### src/rtl/es8388_cfg_sequencer.sv
// ES8388 power-up configuration sequencer.
// Walks a {reg_addr, reg_data} table and issues one I2C byte write per entry
// to the shared write engine. NACKed writes are retried. A settling gap
// follows every completed write. The sequencer reports completion or the
// index of the entry that failed.
module es8388_cfg_sequencer #(
    parameter logic [6:0] DEV_ADDR   = 7'h10,
    parameter int         NUM_REGS   = 32,
    parameter int         IDX_W      = 6,
    parameter int         MAX_RETRY  = 3,
    parameter int         GAP_CYCLES = 500
) (
    input  logic             Clk,
    input  logic             Rst_n,
    input  logic             Go,
    output logic [IDX_W-1:0] Tbl_Addr,
    input  logic [15:0]      Tbl_Data,
    output logic             Wr_Req,
    output logic [6:0]       Wr_Dev,
    output logic [7:0]       Wr_Reg,
    output logic [7:0]       Wr_Data,
    input  logic             Wr_Ack,
    input  logic             Wr_Done,
    input  logic             Wr_Nack,
    output logic             Busy,
    output logic             Init_Done,
    output logic             Init_Err,
    output logic [IDX_W-1:0] Err_Index
);

    typedef enum logic [2:0] {
        S_IDLE,
        S_FETCH,
        S_LATCH,
        S_REQ,
        S_WAIT,
        S_GAP,
        S_DONE,
        S_ERROR
    } state_t;

    localparam logic [IDX_W-1:0] LAST_IDX  = IDX_W'(NUM_REGS - 1);
    localparam logic [2:0]       RETRY_MAX = 3'(MAX_RETRY);
    localparam logic [15:0]      GAP_LAST  = 16'(GAP_CYCLES - 1);

    state_t           state_reg,      state_next;
    logic [IDX_W-1:0] idx_reg,        idx_next;
    logic [2:0]       retry_reg,      retry_next;
    logic             retry_flag_reg, retry_flag_next;
    logic [15:0]      gap_reg,        gap_next;
    logic [7:0]       reg_addr_reg,   reg_addr_next;
    logic [7:0]       reg_data_reg,   reg_data_next;
    logic             done_reg,       done_next;
    logic             err_reg,        err_next;
    logic [IDX_W-1:0] err_idx_reg,    err_idx_next;

    // The engine can report completion in the same cycle it accepts the
    // request; that case is handled exactly like an ack followed by a done.
    logic xfer_end;
    assign xfer_end = ((state_reg == S_WAIT) && Wr_Done) ||
                      ((state_reg == S_REQ) && Wr_Ack && Wr_Done);

    // State register and datapath registers; reset drops Wr_Req immediately.
    always_ff @(posedge Clk or negedge Rst_n) begin
        if (!Rst_n) begin
            state_reg      <= S_IDLE;
            idx_reg        <= '0;
            retry_reg      <= '0;
            retry_flag_reg <= 1'b0;
            gap_reg        <= '0;
            reg_addr_reg   <= '0;
            reg_data_reg   <= '0;
            done_reg       <= 1'b0;
            err_reg        <= 1'b0;
            err_idx_reg    <= '0;
        end else begin
            state_reg      <= state_next;
            idx_reg        <= idx_next;
            retry_reg      <= retry_next;
            retry_flag_reg <= retry_flag_next;
            gap_reg        <= gap_next;
            reg_addr_reg   <= reg_addr_next;
            reg_data_reg   <= reg_data_next;
            done_reg       <= done_next;
            err_reg        <= err_next;
            err_idx_reg    <= err_idx_next;
        end
    end

    // Next-state and datapath update logic.
    always_comb begin
        state_next      = state_reg;
        idx_next        = idx_reg;
        retry_next      = retry_reg;
        retry_flag_next = retry_flag_reg;
        gap_next        = gap_reg;
        reg_addr_next   = reg_addr_reg;
        reg_data_next   = reg_data_reg;
        done_next       = done_reg;
        err_next        = err_reg;
        err_idx_next    = err_idx_reg;

        case (state_reg)
            S_IDLE, S_DONE, S_ERROR: begin
                if (Go) begin
                    done_next       = 1'b0;
                    err_next        = 1'b0;
                    idx_next        = '0;
                    retry_next      = '0;
                    retry_flag_next = 1'b0;
                    gap_next        = '0;
                    state_next      = S_FETCH;
                end
            end
            S_FETCH: begin
                // Table read has one cycle of latency after Tbl_Addr moves.
                state_next = S_LATCH;
            end
            S_LATCH: begin
                reg_addr_next = Tbl_Data[15:8];
                reg_data_next = Tbl_Data[7:0];
                state_next    = S_REQ;
            end
            S_REQ: begin
                if (Wr_Ack) begin
                    state_next = S_WAIT;
                end
            end
            S_WAIT: begin
                state_next = S_WAIT;
            end
            S_GAP: begin
                if (gap_reg == GAP_LAST) begin
                    gap_next = '0;
                    if (retry_flag_reg) begin
                        // Re-request the same latched entry, no re-fetch.
                        retry_flag_next = 1'b0;
                        state_next      = S_REQ;
                    end else if (idx_reg == LAST_IDX) begin
                        done_next  = 1'b1;
                        state_next = S_DONE;
                    end else begin
                        idx_next   = idx_reg + 1'b1;
                        state_next = S_FETCH;
                    end
                end else begin
                    gap_next = gap_reg + 16'd1;
                end
            end
        endcase

        // Completion of a write decides between next entry, retry or failure.
        if (xfer_end) begin
            gap_next = '0;
            if (!Wr_Nack) begin
                retry_next = '0;
                state_next = S_GAP;
            end else if (retry_reg < RETRY_MAX) begin
                retry_next      = retry_reg + 3'd1;
                retry_flag_next = 1'b1;
                state_next      = S_GAP;
            end else begin
                err_idx_next = idx_reg;
                err_next     = 1'b1;
                state_next   = S_ERROR;
            end
        end
    end

    // Output decode from state and registers.
    always_comb begin
        Wr_Req    = (state_reg == S_REQ);
        Busy      = !((state_reg == S_IDLE) || (state_reg == S_DONE) ||
                      (state_reg == S_ERROR));
        Tbl_Addr  = idx_reg;
        Wr_Dev    = DEV_ADDR;
        Wr_Reg    = reg_addr_reg;
        Wr_Data   = reg_data_reg;
        Init_Done = done_reg;
        Init_Err  = err_reg;
        Err_Index = err_idx_reg;
    end

endmodule

### config.mk
export PLATFORM = sky130hd
export DESIGN_NAME = es8388_cfg_sequencer
export DESIGN_NICKNAME = d
export VERILOG_FILES = /design/src/rtl/es8388_cfg_sequencer.sv
export SDC_FILE = /design/constraint.sdc
export NUM_CORES = 1
export LEC_CHECK = 0
export BUFFER_PORTS_ARGS = -buffer_cell sky130_fd_sc_hd__buf_4
export CORE_AREA = 2 2 72 74
export CTS_BUF_LIST = sky130_fd_sc_hd__clkbuf_16
export DETAILED_ROUTE_END_ITERATION = 10
export DIE_AREA = 0 0 74 76
export GPL_ROUTABILITY_DRIVEN = 0
export GPL_TIMING_DRIVEN = 0
export PLACE_DENSITY = 0.94
export SETUP_SLACK_MARGIN = 0.4
export SYNTH_ARGS = -nofsm -noshare
export SYNTH_HDL_FRONTEND = slang
export SYNTH_SLANG_ARGS = --single-unit
### constraint.sdc
create_clock -name Clk -period 5 [get_ports Clk]
set_clock_uncertainty 0.15 [all_clocks]
set_input_delay 0 -clock Clk [delete_from_list [all_inputs] [get_ports Clk]]
set_output_delay 0 -clock Clk [all_outputs]
set_load 0.02 [all_outputs]
-- Word-level counts from Yosys, hierarchy flattened
Index checks and enable logic that the tools add are counted.
- flip-flop bits (word level): 53
- input bits: 22
- output and inout bits: 39
- word-level logic and storage cells: 87
- add/sub/neg operators: 3
- magnitude comparators: 1
- eq/ne operators: 17
- muxes and demuxes: 39
- bitwise gates (word level): 1
- reduce and logical (&&, ||, !) cells: 16
- operators with widths (operator ; count):
    16-bit 2-to-1 mux ; 3
    3-bit 2-to-1 mux ; 11
    16-bit case mux with 2 select lines ; 1
    6-bit 2-to-1 mux ; 4
    3-bit case mux with 6 select lines ; 1
    16-bit by 1-bit adder with 16-bit output, second input constant ; 1
    16-bit by 9-bit == test with 1-bit output, second input constant ; 1
    1-bit 2-to-1 mux ; 14
    3-bit == test, second input constant ; 4
    6-bit case mux with 2 select lines ; 1
    2-bit inequality test, second input constant ; 5
    5-bit AND reduction ; 2
    6-bit by 1-bit adder with 6-bit output, second input constant ; 1
    3-bit by 2-bit == test with 1-bit output, second input constant ; 2
    6-bit by 5-bit == test with 1-bit output, second input constant ; 1
    3-bit inequality test, second input constant ; 2
    3-bit AND reduction ; 2
    2-bit 2-to-1 mux ; 2
    1-bit case mux with 2 select lines ; 2
    3-bit by 1-bit adder with 3-bit output, second input constant ; 1
    3-bit by 1-bit == test with 1-bit output, second input constant ; 1
    1-bit logical AND ; 3
    3-bit zero test ; 1
    1-bit logical OR ; 3
    8 further kinds ; 8

-- Depth between registers and ports, before layout
- word-level depth: 6
- gate-level depth with buffers: 8
- mapped depth without buffers: 6

-- Least setup slack after synthesis
Ideal clock, no wire load.
- path kind: reg-to-reg
- start point: reg idx_reg[0] (netlist: Tbl_Addr[0])
- end point: reg idx_reg[4] (netlist: Tbl_Addr[4])
- library setup time: 0.067 ns
- arrival time: 1.861 ns
- required time: 4.783 ns
- path slack: 2.922 ns
- stages on the path, launching flop included: 7
- path buffers: 0
- period minus slack after synthesis: 2.078 ns
- cells stage by stage: dfrtp_1 ha_1 and2b_2 a211oi_2 o21ai_2 or4_1 nand2_1
- word-level cells in the longest chain between the ends: 5
- elaborated cells between the ends (all ways): 8
- those cells by class: 1 x add/sub; 2 x eq/ne; 4 x mux; 1 x reduce/logical
- ends and longest elaborated chain (what ; line ; RTL):
    from (decl) ; 47 ; logic [IDX_W-1:0] idx_reg, idx_next;
    from (signal assigned) ; 78 ; idx_reg <= idx_next;
    6-bit by 1-bit adder with 6-bit output ; 143 ; idx_next = idx_reg + 1'b1;
    6-bit 2-to-1 mux ; 139 ; end else if (idx_reg == LAST_IDX) begin
    6-bit 2-to-1 mux ; 135 ; if (retry_flag_reg) begin
    6-bit 2-to-1 mux ; 133 ; if (gap_reg == GAP_LAST) begin
    6-bit case mux with 2 select lines ; 103 ; case (state_reg)
Parallel ways exist; a longest one is shown, timed or not. The select of a mux whose other input is x is not followed.
A chain may end at the register's enable or synchronous reset.

-- Worst setup path in the final report
- start point: reg gap_reg[0]
- end point: reg gap_reg[4]
- word-level cells in the longest chain between the ends: 4
- elaborated cells between the ends (all ways): 5
- those cells by class: 1 x add/sub; 1 x eq/ne; 3 x mux
- ends and longest elaborated chain (what ; line ; RTL):
    from (decl) ; 50 ; logic [15:0] gap_reg, gap_next;
    from (signal assigned) ; 81 ; gap_reg <= gap_next;
    16-bit by 1-bit adder with 16-bit output / 16-bit by 9-bit == test with 1-bit output (equally long branches) ; 147, 133 ;
    16-bit 2-to-1 mux (*) ; 133 ;
    16-bit case mux with 2 select lines (*) ; 103 ;
    16-bit 2-to-1 mux (*) ; 153 ; if (xfer_end) begin
Mark *: on every way between the ends. The rest lies on a longest branch, timed or not.

==> metrics.txt <==
compound-cell area share of the yosys netlist=18.00%; CP required=5.04 ns; clock sink count=53; main area contributors after synthesis=dfrtp_1 (48%), mux2_2 (9.0%), o21ai_0 (5.3%); FF+latch count, synth=53; area of the multi-input gates=1289 um^2; area of the die=5624 um^2; first-pass GRT wire length=12160 um; largest family of logic cells by synthesized area=compound AO/OA/AOI/OAI gates; adder-cell share of the synthesized area=1.367%; total number of vias=2377; number of global-route vias before repair=2326; mux contribution to synthesized area=9.389%; Synth area leader=dfrtp_1; Top Ports=61; htree depth=2; Slew @ Worst Pin=0.7858 ns; Synth async-reset ratio=100.0%; register area share after synthesis=48.31%; fill cell count=301; period utilisation layout=45.14%; clk slew on worst S/H paths=0.07 ns; maxcap violations=0; dpl cells=382; Worst EP arrival=2.30 ns; number of synthesized flops with an enable pin=0; Remaining DRCs=0; area delta synth->final=31.59%; worst vdd ir=0.4265 mV; cts repair resizes=0; Final Util=73.54%; final setup fails=0; Clock Path Buffers=2; WHS=0.03067 ns; pwr/cell area=499.4 nW/um^2; postcts setup bufs=0; Syn Inst Count=254; TritonRoute pass-1 iters=5; CP Capture Type=flip-flop; Static Leak=0.001714 uW; Yosys warning count=0; share of cells above drive strength 1=34.71%; RSZ-0062 raised after global routing=false; Hold Path Class=input port to flip-flop; CTS tree=yes; antenna violations before repair=0; drt via density=5.798; Post-Syn Area=2745 um^2; crit path launch=gap_reg[0]; Post-Synth XOR/XNOR Area=0.3191%; CORE AREA=4912 um^2; status=completed; IO buf count=53; FMAX=0.4431 GHz; ant diodes=0; Post-layout nets=364; Detailed Route WL=7393 um; post-DP HPWL=4259 um; Site Rows=26; hold_buf cts=20; Final ANT Viol Nets=0; largest net degree at the start of global routing=54; GRT Total Usage=28.30%; total power=1804 uW; cts bufs inserted=5; WS Path Type=flip-flop to flip-flop; Starting Density=55.88%; Post-Syn Area per Cell=10.81 um^2; final critical-path required period=2.257 ns; initial drt markers=392; Post-synth top flop=dfrtp_1; Final Max Tran Viols=0; max reg flops=16; Root Buffer=clkbuf_16; final hold violation count=0; Chip Width=74 um; Synth Area in Simple Gates=16.91%; post-synthesis cell type count=54; crit-path max FO=10; sequential standard cell area=1326 um^2; setup TNS=0 ns; DIE HEIGHT=76 um; Worst Hold Launch=Wr_Ack; Yosys top cell area share=48.31%; Reg2Reg Launch Point=gap_reg[0]; grt total ovfl=0; Slew headroom=47.06%; Routed WL per cell=18.03 um; Critical Path Start Type=flip-flop; Layout Cells excl Fill=410; Clock Latency Late Sink=0.29 ns
==> worst paths after layout <==
| check | to | slack (ns) | cells past startpoint |
|---|---|---|---|
| hold reg to reg | Init_Err | 0.33 | 2 |
| setup / recovery | gap_reg[4] | 2.74 | 6 |
| setup reg to reg | gap_reg[4] | 2.74 | 6 |
| hold / removal | state_reg[1] | 0.03 | 4 |
| min in group asynchronous | Err_Index[5] | 0.14 | 2 |
| max in group asynchronous | gap_reg[4] | 4.12 | 2 |
==> critical path: stages (launching register included) <==
cell     delay [ns]
dfrtp_1        0.42
ha_1           0.26
nor4b_4        0.15
a41oi_1        0.54
buf_2          0.34
nand2_1        0.08
o21ai_0        0.21
==> where the power goes <==
part / total, uW / switching [uW] / internal, uW
registers: 619 / 90.0 / 529
logic: 792 / 446 / 346
clock network: 393 / 159 / 233
total: 1800 / 696 / 1110
==> layout by cell type, fill, tap and decap left out, types with 2 or more instances in the layout <==
master	netlist	final
a21o_1	2	2
a21oi_1	9	9
a31oi_1	5	5
and2_1	2	2
and3_1	3	3
and3_2	4	4
buf_2	6	6
buf_4	8	61
buf_6	2	2
clkbuf_16	0	5
conb_1	2	7
dfrtp_1	53	53
dlygate4sd3_1	0	20
ha_1	3	3
inv_1	6	7
mux2_2	22	22
nand2_1	19	19
nand2b_1	4	4
nand3_1	10	10
nand4_1	4	4
nor2_1	13	13
nor3_1	3	3
o211ai_1	4	4
o21a_1	4	4
o21ai_0	29	29
o31ai_1	4	4
o41ai_1	2	2
or3_1	2	2
or4_1	2	2
==> layer usage <==
| layer | global-route usage [%] | up-vias | wire length [um] |
|---|---|---|---|
| met5 | 0 | - | 0 |
| met4 | 7.273 | 0 | 106 |
| met3 | 5.159 | 10 | 378 |
| met2 | 45.71 | 101 | 3815 |
| met1 | 39.17 | 1176 | 3092 |
| li1 | - | 1090 | - |
==> metrics by stage <==
| stage | setup slack [ns] | instance area (um^2) |
|---|---|---|
| 6_report | 2.743 | 3612 |
| 5_1_grt | 2.571 | 3612 |
| 4_1_cts | 2.757 | 3612 |
| 3_5_place_dp | 2.779 | 3249 |
| 3_3_place_gp | 2.815 | 3249 |
| 2_1_floorplan | 2.922 | 2764 |
==> kinds of logic (layout without fill, tap and decap cells) <==
logic type	after synthesis	after routing
and+or+nand+nor	78	78
AOI/OAI and AO/OA	71	71
DFF	53	53
muxes	23	23
buffers and inverters	23	104
adders and majority gates	3	3
other	2	7
xor gates and xnor gates	1	1
==> Yosys cell counts (2+ instances only) <==
cell type / n
buf_6: 2
nor2_1: 13
inv_1: 6
o41ai_1: 2
o21a_1: 4
o21ai_0: 29
nor3_1: 3
or4_1: 2
o211ai_1: 4
and3_1: 3
o31ai_1: 4
nand4_1: 4
a21o_1: 2
nand2b_1: 4
conb_1: 2
a21oi_1: 9
a31oi_1: 5
ha_1: 3
mux2_2: 22
nand2_1: 19
buf_2: 6
and2_1: 2
dfrtp_1: 53
or3_1: 2
buf_4: 8
nand3_1: 10
and3_2: 4
==> layout make-up <==
type,count,area share (%)
repair buffers,73,16.56
flip-flops and latches,53,36.72
inverters,6,0.6235
well taps,70,2.425
clock inverters,3,1.039
clock buffers,5,3.464
multi-input cells,183,35.68
plain buffers,17,3.498
(Power assumes the default switching activity.)
